**src/rtl/uart_pkg.sv**
```systemverilog
// uart_pkg: shared types and constants for the configurable UART transmitter.
package uart_pkg;

  typedef enum logic [2:0] {
    IDLE   = 3'd0,
    START  = 3'd1,
    DATA   = 3'd2,
    PARITY = 3'd3,
    STOP   = 3'd4
  } uart_state_t;

  localparam logic [1:0] PAR_NONE = 2'b00;
  localparam logic [1:0] PAR_EVEN = 2'b01;
  localparam logic [1:0] PAR_ODD  = 2'b10;

  localparam int DBITS_MIN = 5;

  // Out-of-range data lengths are pulled into DBITS_MIN..max_bits rather than rejected.
  function automatic logic [3:0] clamp_dbits(input logic [3:0] cfg, input int max_bits);
    logic [3:0] res;
    res = cfg;
    if (cfg < 4'(DBITS_MIN)) res = 4'(DBITS_MIN);
    else if (cfg > 4'(max_bits)) res = 4'(max_bits);
    return res;
  endfunction

endpackage

```
**src/rtl/uart_tx_cfg_bit_timer.sv**
```systemverilog
// uart_bit_timer: bit-period counter for the UART transmitter.
// Counts 0..CLKS_PER_BIT-1 and pulses o_BIT_END on the terminal count. With i_LONG set the
// period is doubled by a half flag, so two stop bits never need a wider counter.
module uart_bit_timer #(
  parameter int CLKS_PER_BIT = 87,
  parameter int CNT_W        = $clog2(CLKS_PER_BIT)
) (
  input  logic i_CLK,
  input  logic i_RST_N,
  input  logic i_CLR,
  input  logic i_LONG,
  output logic o_BIT_END
);

  localparam logic [CNT_W-1:0] TC = CNT_W'(CLKS_PER_BIT - 1);

  logic [CNT_W-1:0] r_cnt;
  logic             r_half;
  logic             w_tc;

  assign w_tc      = (r_cnt == TC);
  assign o_BIT_END = w_tc && (!i_LONG || r_half);

  // Count up to terminal count, then restart at zero; the half flag marks the first of two periods.
  always_ff @(posedge i_CLK) begin
    if (!i_RST_N || i_CLR) begin
      r_cnt  <= '0;
      r_half <= 1'b0;
    end else if (w_tc) begin
      r_cnt  <= '0;
      r_half <= !o_BIT_END;
    end else begin
      r_cnt  <= r_cnt + 1'b1;
    end
  end

endmodule

```
**src/rtl/uart_tx_cfg.sv**
```systemverilog
// uart_tx_cfg: UART transmitter with runtime data length, stop-bit count and parity,
// plus a one-entry holding register for gapless back-to-back frames.
// Build option: define UART_TX_PARITY_EN to build the PARITY state and parity generator;
// otherwise i_CFG_PARITY is ignored and frames never carry a parity bit.
//
// state  | meaning
// IDLE   | line high, waiting for the holding register to fill
// START  | driving the start bit (0)
// DATA   | shifting out the snapshot data length, LSB first
// PARITY | driving the parity bit (UART_TX_PARITY_EN builds only)
// STOP   | driving one or two stop bits (1); relaunches if a byte is held
module uart_tx_cfg
  import uart_pkg::*;
#(
  parameter int CLKS_PER_BIT = 87,
  parameter int CNT_W        = $clog2(CLKS_PER_BIT),
  parameter int DATA_W       = 8
) (
  input  logic              i_CLK,
  input  logic              i_RST_N,
  input  logic              i_TX_DV,
  output logic              o_TX_READY,
  input  logic [DATA_W-1:0] i_TX_DATA,
  input  logic [3:0]        i_CFG_DBITS,
  input  logic              i_CFG_STOP2,
  input  logic [1:0]        i_CFG_PARITY,
  output logic              o_TX_SERIAL,
  output logic              o_TX_ACTIVE,
  output logic              o_TX_START,
  output logic              o_TX_DONE
);

  uart_state_t       r_state, w_state_nxt;
  logic [DATA_W-1:0] r_hold_data, r_shift, w_shift_nxt;
  logic              r_hold_full;
  logic [3:0]        r_nbits, r_bit_idx, w_idx_nxt, w_dbits;
  logic              r_stop2;
  logic              r_serial, r_active, r_start, r_done;
  logic              w_launch, w_done_nxt, w_serial_nxt, w_accept, w_bit_end;

  assign w_accept    = i_TX_DV && !r_hold_full;
  assign w_dbits     = clamp_dbits(i_CFG_DBITS, DATA_W);
  assign o_TX_READY  = !r_hold_full;
  assign o_TX_SERIAL = r_serial;
  assign o_TX_ACTIVE = r_active;
  assign o_TX_START  = r_start;
  assign o_TX_DONE   = r_done;

  uart_bit_timer #(
    .CLKS_PER_BIT (CLKS_PER_BIT),
    .CNT_W        (CNT_W)
  ) u_timer (
    .i_CLK     (i_CLK),
    .i_RST_N   (i_RST_N),
    .i_CLR     (r_state == IDLE),
    .i_LONG    ((r_state == STOP) && r_stop2),
    .o_BIT_END (w_bit_end)
  );

`ifdef UART_TX_PARITY_EN
  logic r_par_en, r_par_bit, w_par_calc, w_par_en_cfg;

  assign w_par_en_cfg = (i_CFG_PARITY == PAR_EVEN) || (i_CFG_PARITY == PAR_ODD);

  // Parity over only the bits that will be sent, inverted for odd parity.
  always_comb begin
    w_par_calc = 1'b0;
    for (int i = 0; i < DATA_W; i++) begin
      if (i < int'(w_dbits)) w_par_calc = w_par_calc ^ r_hold_data[i];
    end
    if (i_CFG_PARITY == PAR_ODD) w_par_calc = !w_par_calc;
  end

  // Parity mode and bit are snapshotted at launch alongside the data.
  always_ff @(posedge i_CLK) begin
    if (!i_RST_N) begin
      r_par_en  <= 1'b0;
      r_par_bit <= 1'b0;
    end else if (w_launch) begin
      r_par_en  <= w_par_en_cfg;
      r_par_bit <= w_par_calc;
    end
  end
`else
  logic w_unused_parity;
  assign w_unused_parity = ^i_CFG_PARITY;
`endif

  // Next state, shift/index updates and the line level for the next cycle.
  always_comb begin
    w_state_nxt = r_state;
    w_shift_nxt = r_shift;
    w_idx_nxt   = r_bit_idx;
    w_launch    = 1'b0;
    w_done_nxt  = 1'b0;
    case (r_state)
      IDLE: begin
        if (r_hold_full) begin
          w_launch    = 1'b1;
          w_state_nxt = START;
        end
      end
      START: begin
        if (w_bit_end) w_state_nxt = DATA;
      end
      DATA: begin
        if (w_bit_end) begin
          w_shift_nxt = r_shift >> 1;
          if (r_bit_idx == r_nbits - 4'd1) begin
            w_idx_nxt = '0;
`ifdef UART_TX_PARITY_EN
            w_state_nxt = r_par_en ? PARITY : STOP;
`else
            w_state_nxt = STOP;
`endif
          end else begin
            w_idx_nxt = r_bit_idx + 4'd1;
          end
        end
      end
      PARITY: begin
        if (w_bit_end) w_state_nxt = STOP;
      end
      STOP: begin
        if (w_bit_end) begin
          w_done_nxt = 1'b1;
          if (r_hold_full) begin
            w_launch    = 1'b1;
            w_state_nxt = START;
          end else begin
            w_state_nxt = IDLE;
          end
        end
      end
      default: w_state_nxt = IDLE;
    endcase
    if (w_launch) w_shift_nxt = r_hold_data;

    w_serial_nxt = 1'b1;
    case (w_state_nxt)
      START:   w_serial_nxt = 1'b0;
      DATA:    w_serial_nxt = w_shift_nxt[0];
`ifdef UART_TX_PARITY_EN
      PARITY:  w_serial_nxt = r_par_bit;
`endif
      default: w_serial_nxt = 1'b1;
    endcase
  end

  // State register with registered line and status outputs.
  always_ff @(posedge i_CLK) begin
    if (!i_RST_N) begin
      r_state   <= IDLE;
      r_shift   <= '0;
      r_bit_idx <= '0;
      r_nbits   <= '0;
      r_stop2   <= 1'b0;
      r_serial  <= 1'b1;
      r_active  <= 1'b0;
      r_start   <= 1'b0;
      r_done    <= 1'b0;
    end else begin
      r_state   <= w_state_nxt;
      r_shift   <= w_shift_nxt;
      r_bit_idx <= w_idx_nxt;
      r_serial  <= w_serial_nxt;
      r_active  <= (w_state_nxt != IDLE);
      r_start   <= w_launch;
      r_done    <= w_done_nxt;
      if (w_launch) begin
        r_nbits <= w_dbits;
        r_stop2 <= i_CFG_STOP2;
      end
    end
  end

  // Holding register: filled on accept, emptied when its byte launches.
  always_ff @(posedge i_CLK) begin
    if (!i_RST_N) begin
      r_hold_full <= 1'b0;
      r_hold_data <= '0;
    end else if (w_accept) begin
      r_hold_full <= 1'b1;
      r_hold_data <= i_TX_DATA;
    end else if (w_launch) begin
      r_hold_full <= 1'b0;
    end
  end

endmodule
```
**config.mk**
```make
export PLATFORM = sky130hd
export DESIGN_NAME = uart_tx_cfg
export DESIGN_NICKNAME = d
export VERILOG_FILES = /design/src/rtl/uart_pkg.sv /design/src/rtl/uart_tx_cfg_bit_timer.sv /design/src/rtl/uart_tx_cfg.sv
export SDC_FILE = /design/constraint.sdc
export NUM_CORES = 1
export LEC_CHECK = 0
export CORE_UTILIZATION = 50
export CTS_BUF_LIST = sky130_fd_sc_hd__clkbuf_4 sky130_fd_sc_hd__clkbuf_8
export CTS_CLUSTER_SIZE = 20
export DETAILED_ROUTE_END_ITERATION = 12
export PLACE_DENSITY = 0.76
export SYNTH_ARGS = -nofsm -noshare
export SYNTH_HDL_FRONTEND = slang
export SYNTH_SLANG_ARGS = --single-unit
```
**constraint.sdc**
```tcl
create_clock -name i_CLK -period 3.5 [get_ports i_CLK]
set_input_delay 0.7 -clock i_CLK [delete_from_list [all_inputs] [get_ports i_CLK]]
set_output_delay 0.7 -clock i_CLK [all_outputs]
set_load 0.02 [all_outputs]
```
Word-level counts from Yosys, hierarchy flattened:

Index checks and enable logic that the tools add are counted.

* input port bits: 18
* output and inout bits: 5
* register bits: 41
* logic and storage cells: 66

* magnitude comparators: 2
* mux-type cells: 21
* reductions and logical operators: 18
* add/subtract/negate cells: 3
* equality and inequality tests: 8

Operators with widths (count)
* 2-to-1 mux 8 bit: 3
* 2-to-1 mux 3 bit: 6
* one-hot mux 3 bit (5 select lines): 1
* 2-to-1 mux 4 bit: 3
* == test 3 x 2 -> 1 bit (second input constant): 3
* adder 7 x 1 -> 7 bit (second input constant): 1
* == test 7 bit (second input constant): 1
* == test 3 x 1 -> 1 bit (second input constant): 2
* 2-to-1 mux 1 bit: 6
* AND reduction 2 bit: 3
* nonzero test 2 bit: 3
* adder 4 x 1 -> 4 bit (second input constant): 1
* == test 4 bit: 1
* > comparator 4 bit (second input constant): 1
* zero test 1 bit: 4
* less-than comparator 4 x 3 -> 1 bit (second input constant): 1
* one-hot mux 1 bit (2 select lines): 2
* subtractor 4 x 1 -> 4 bit (second input constant): 1
* == test 3 bit (second input constant): 1
* logical AND 1 bit: 3
* zero test 3 bit: 1
* nonzero test 3 bit: 1
* logical OR 1 bit: 2
* OR reduction 2 bit: 1

Depth between registers and ports, before layout:

* depth in word-level cells: 9
* gate-level depth with buffers: 9
* gate-level depth less buffers: 8

Cells and area by module:

A second synthesis with hierarchy kept.

* cells, all modules: 211
* area, all modules: 1930.6 sq um

By module, submodules not included
* uart_tx_cfg: cells an instance 173, instances 1, area an instance 1564.0 sq um
* uart_bit_timer: cells an instance 38, instances 1, area an instance 366.6 sq um

Worst setup path before layout:

Ideal clock, no wire load.

* path kind: register -> register
* start point: register r_state[1]
* end point: register r_serial (netlist: o_TX_SERIAL)
* arrival time: 1.910 ns
* setup time: 0.123 ns
* data required time: 3.377 ns
* period minus slack after synthesis: 2.033 ns
* stages on the path, launching flop included: 7
* buffers on the path: 0
* slack: 1.467 ns
* cells stage by stage: dfxtp_1 > or3b_4 > nor3_4 > mux2_1 > mux2_1 > nor4_1 > o21ai_1

* word-level cells in the longest chain between the ends: 9

Ends and longest elaborated chain
* start: declaration: line uart_tx_cfg.sv:33 `uart_state_t r_state, w_state_nxt;`
* start signal: assignment: line uart_tx_cfg.sv:163 `r_state <= w_state_nxt;`
* == test 3 bit: line uart_tx_cfg.sv:56, uart_tx_cfg.sv:96
* logical AND 1 bit: line uart_tx_cfg.sv:56 `.i_LONG ((r_state == STOP) && r_stop2),`
* zero test 1 bit: line uart_tx_cfg_bit_timer.sv:22 `assign o_BIT_END = w_tc && (!i_LONG || r_half);`
* logical OR 1 bit: line uart_tx_cfg_bit_timer.sv:22
* logical AND 1 bit: line uart_tx_cfg_bit_timer.sv:22
* 2-to-1 mux 3 bit (tied with other cells): line uart_tx_cfg.sv:125 `if (w_bit_end) begin`
* one-hot mux 3 bit (5 select lines) (tied with other cells): line uart_tx_cfg.sv:96 `case (r_state)`
* == test 3 x 2 -> 1 bit (tied with other cells): line uart_tx_cfg.sv:140 `case (w_state_nxt)`
* one-hot mux 1 bit (2 select lines) *: line uart_tx_cfg.sv:140
* end signal: assignment: line uart_tx_cfg.sv:166 `r_serial <= w_serial_nxt;`
* end: declaration: line uart_tx_cfg.sv:38 `logic r_serial, r_active, r_start, r_done;`

Every way passes the cells marked *; elsewhere a longest branch is shown, timed or not. The select of a mux whose other input is x is not followed.
A chain may end at the register's enable or synchronous reset.

Worst setup path in the final report:

* start point: register u_timer.r_cnt[0]
* end point: register r_active (netlist: o_TX_ACTIVE)

* word-level cells in the longest chain between the ends: 5

Ends and longest elaborated chain
* start: declaration: line uart_tx_cfg_bit_timer.sv:17 `logic [CNT_W-1:0] r_cnt;`
* start signal: assignment: line uart_tx_cfg_bit_timer.sv:33 `r_cnt <= r_cnt + 1'b1;`
* == test 7 bit *: line uart_tx_cfg_bit_timer.sv:21 `assign w_tc = (r_cnt == TC);`
* logical AND 1 bit *: line uart_tx_cfg_bit_timer.sv:22
* 2-to-1 mux 3 bit (on tied branches)
* one-hot mux 3 bit (5 select lines) *: line uart_tx_cfg.sv:96
* nonzero test 3 bit *: line uart_tx_cfg.sv:167 `r_active <= (w_state_nxt != IDLE);`
* end signal: assignment: line uart_tx_cfg.sv:167
* end: declaration: line uart_tx_cfg.sv:38

Every way passes the cells marked *; elsewhere a longest branch is shown, timed or not.

==> out/results.txt <==
Worst Tran Pin Value = 0.838 ns
CTS Buffer Depth = 2
global-route usage over all layers = 18.0%
synth-to-layout area growth = 16.0%
syn nets = 217
worst path arrival time = 2.40 ns
setup slack at placement = 1.11 ns
die height = 62.2 µm
CTS H-tree depth = 2
Crit path largest cell delay = 0.37 ns
hpwl dp = 2190 µm
IO Port Bufs = 20
Yosys warning count = 0
Initial Utilization = 53.1%
relative slew slack = 44.0%
share of cells above drive strength 1 = 6.48%
Gate Count Post-Synth = 195
Synth Register Bits = 41
Row Count = 21
placed cell count = 255
skew final = 0.00244 ns
setup bufs post-CTS = 0
pin count of the biggest net entering global routing = 25
worst-skew pair later-pin latency = 0.34 ns
Die X = 62.2 µm
final setup fails = 0
antenna violations before repair = 0
Routed WL = 3050 µm
Top Ports = 23
LEAKAGE = 0.000849 µW
Avg Inst Size Synth = 9.30 µm²
CP Max Fanout = 5
post-route setup slack = 1.34 ns
Nets = 238
clock sink total = 41
fmax = 463 MHz
CTS tree = done
Initial DRC Count = 40
first drt pass iteration count = 4
WHS = 0.457 ns
crit path capture type = flip-flop
vias in the first global route = 1280
non-filler instance count after layout = 262
Worst Path Required = 3.74 ns
post-DR vias/cell = 5.25
register area share after synthesis = 45.3%
Yosys cell types = 40
Setup TNS = 0 ns
unrepaired setup endpoints after global routing = no
post-route cell area = 2100 µm²
Die ar. = 3870 µm²
Worst-path clk slew = 0.11 ns
CTS root buf = clkbuf_4
CP startpoint kind = flip-flop
run status = completed
VDD IR max = 259 µV
routed vias = 1376
first-pass GRT wire length = 5450 µm
Final Max Tran Viols = 0
worst hold path class = reg -> reg
CP max stage cell = a211oi_2
Placer Congestion = 0.774
CTS buffer count = 5
grt ovf = 0
Crit path max-delay family = compound AO/OA/AOI/OAI gates
Routed WL per cell = 11.6 µm
Critical Path, Cell by Cell = inv_1, ha_1, nand2b_1, a211oi_2, mux2_1, a21oi_1, nor2_1, o31a_1
power per cell area = 416 nW/µm²
WP buf/inv = 1
max_cap viols = 0
ratio of final minimum period to clock period = 61.7%
hold_buf cts = 0
Setup CP Type = reg -> reg
Antenna diodes = 0
core area = 3420 µm²
post-CTS resize count = 0
Antenna Nets Post-Route = 0
placed inst area = 2040 µm²
detailed-route DRC error count = 0
Final Hold Fails = 0
Mapped Area = 1810 µm²
fin crit period = 2.16 ns
[Yosys cell counts, drive strengths merged]
cell,n,area [µm²]
o22ai,2,12.5
nor2,34,128
nand3b,2,15.0
nor2b,2,12.5
a22oi,1,7.51
nand4,1,6.26
a21oi,7,35.0
ha,4,50.1
xnor2,4,35.0
mux2i,14,140
buf,2,18.8
xor2,7,61.3
nand3,5,25.0
o31ai,1,7.51
o21ai,4,20.0
a32oi,1,8.76
and2b,2,15.0
o211a,1,10.0
nor3b,2,20.0
nor4,1,6.26
nand2,12,45.0
dfxtp,41,821
a211oi,7,57.6
o31a,1,8.76
mux2,3,33.8
inv,8,30.0
and3,1,6.26
nand4b,1,15.0
xor3,1,23.8
nand2b,1,6.26
or3b,1,11.3
clkbuf,6,22.5
nor3,8,51.3
o21a,2,15.0
and2,5,31.3
[cells by family after synthesis]
logic type | share of synthesized area (%)
mux | 9.59
fa+ha+maj | 2.76
xor+xnor | 6.62
buf+inv | 3.93
flops | 45.3
simple gates | 21.7
compound gates | 10.1
[registers in the layout (all words and copies together) (netlist names)]
register / count
o_TX_ACTIVE: 1
o_TX_DONE: 1
o_TX_SERIAL: 1
o_TX_START: 1
r_bit_idx: 4
r_hold_data: 8
r_hold_full: 1
r_nbits: 4
r_shift: 8
r_state: 3
r_stop2: 1
u_timer.r_cnt: 7
u_timer.r_half: 1
[worst reg2reg max path: cells and delay by family, from the launching register on]
kind | cells | cell delay (ns)
buffers and inverters | 1 | 0.07
flip-flops | 1 | 0.36
AO/OA/AOI/OAI | 3 | 0.91
AND/OR/NAND/NOR | 2 | 0.22
adder cells (fa/ha/maj) | 1 | 0.13
multiplexers | 1 | 0.36
[layer usage]
layer / track usage (%) / wire (µm)
met1: 20.8 / 1400
met2: 29.9 / 1480
met3: 5.88 / 105
met4: 8.43 / 55
met5: 0 / 0
[power by group]
part,leakage [µW],total [µW],switching [µW],internal [µW]
registers,0.000334,510,16.8,493
logic,0.000480,122,60.4,61.9
clock network,0.0000348,243,140,103
total,0.000849,875,217,658
[path summary, 6_finish.rpt]
| path | start | to | slack (ns) | depth (start not counted) |
|---|---|---|---|---|
| setup reg to reg | u_timer.r_cnt[0] | o_TX_ACTIVE | 1.34 | 8 |
| hold reg to reg | r_stop2 | r_stop2 | 0.46 | 2 |
| hold / removal | r_stop2 | r_stop2 | 0.46 | 2 |
| setup / recovery | u_timer.r_cnt[0] | o_TX_ACTIVE | 1.34 | 8 |
[cells in the final DEF, fill, tap and decap left out, drive strengths merged]
cell type / netlist / routed
nor2: 34 / 34
and2b: 2 / 2
nor2b: 2 / 2
nor4: 1 / 1
nand4b: 1 / 1
o31ai: 1 / 1
clkdlybuf4s50: 0 / 20
ha: 4 / 4
o21ai: 4 / 4
mux2i: 14 / 14
nand4: 1 / 1
nand2: 12 / 12
clkbuf: 6 / 7
nand3b: 2 / 2
nor3: 8 / 8
inv: 8 / 8
a32oi: 1 / 1
xnor2: 4 / 4
o211a: 1 / 1
nor3b: 2 / 2
a22oi: 1 / 1
and3: 1 / 1
nand2b: 1 / 1
xor2: 7 / 7
or3b: 1 / 1
o22ai: 2 / 2
a211oi: 7 / 7
o31a: 1 / 1
nand3: 5 / 5
and2: 5 / 5
mux2: 3 / 3
o21a: 2 / 2
xor3: 1 / 1
dfxtp: 41 / 41
a21oi: 7 / 7
buf: 2 / 2
[through the flow]
step | total power (µW) | utilization (%)
floorplan | 599 | -
global placement | 640 | 59.9
detailed placement | 645 | 59.9
CTS | 884 | 61.6
global route | 928 | 61.6
finish | 875 | 61.6
[area by class of cell]
cell class	instances	area [µm²]
multi-input combinational	138	921
timing repair buffer	22	215
clock buffer	7	58.8
tap	46	57.6
inverter	8	30.0
fill	292	1310
sequential	41	821
No activity file was read; power rests on OpenSTA's default activity.
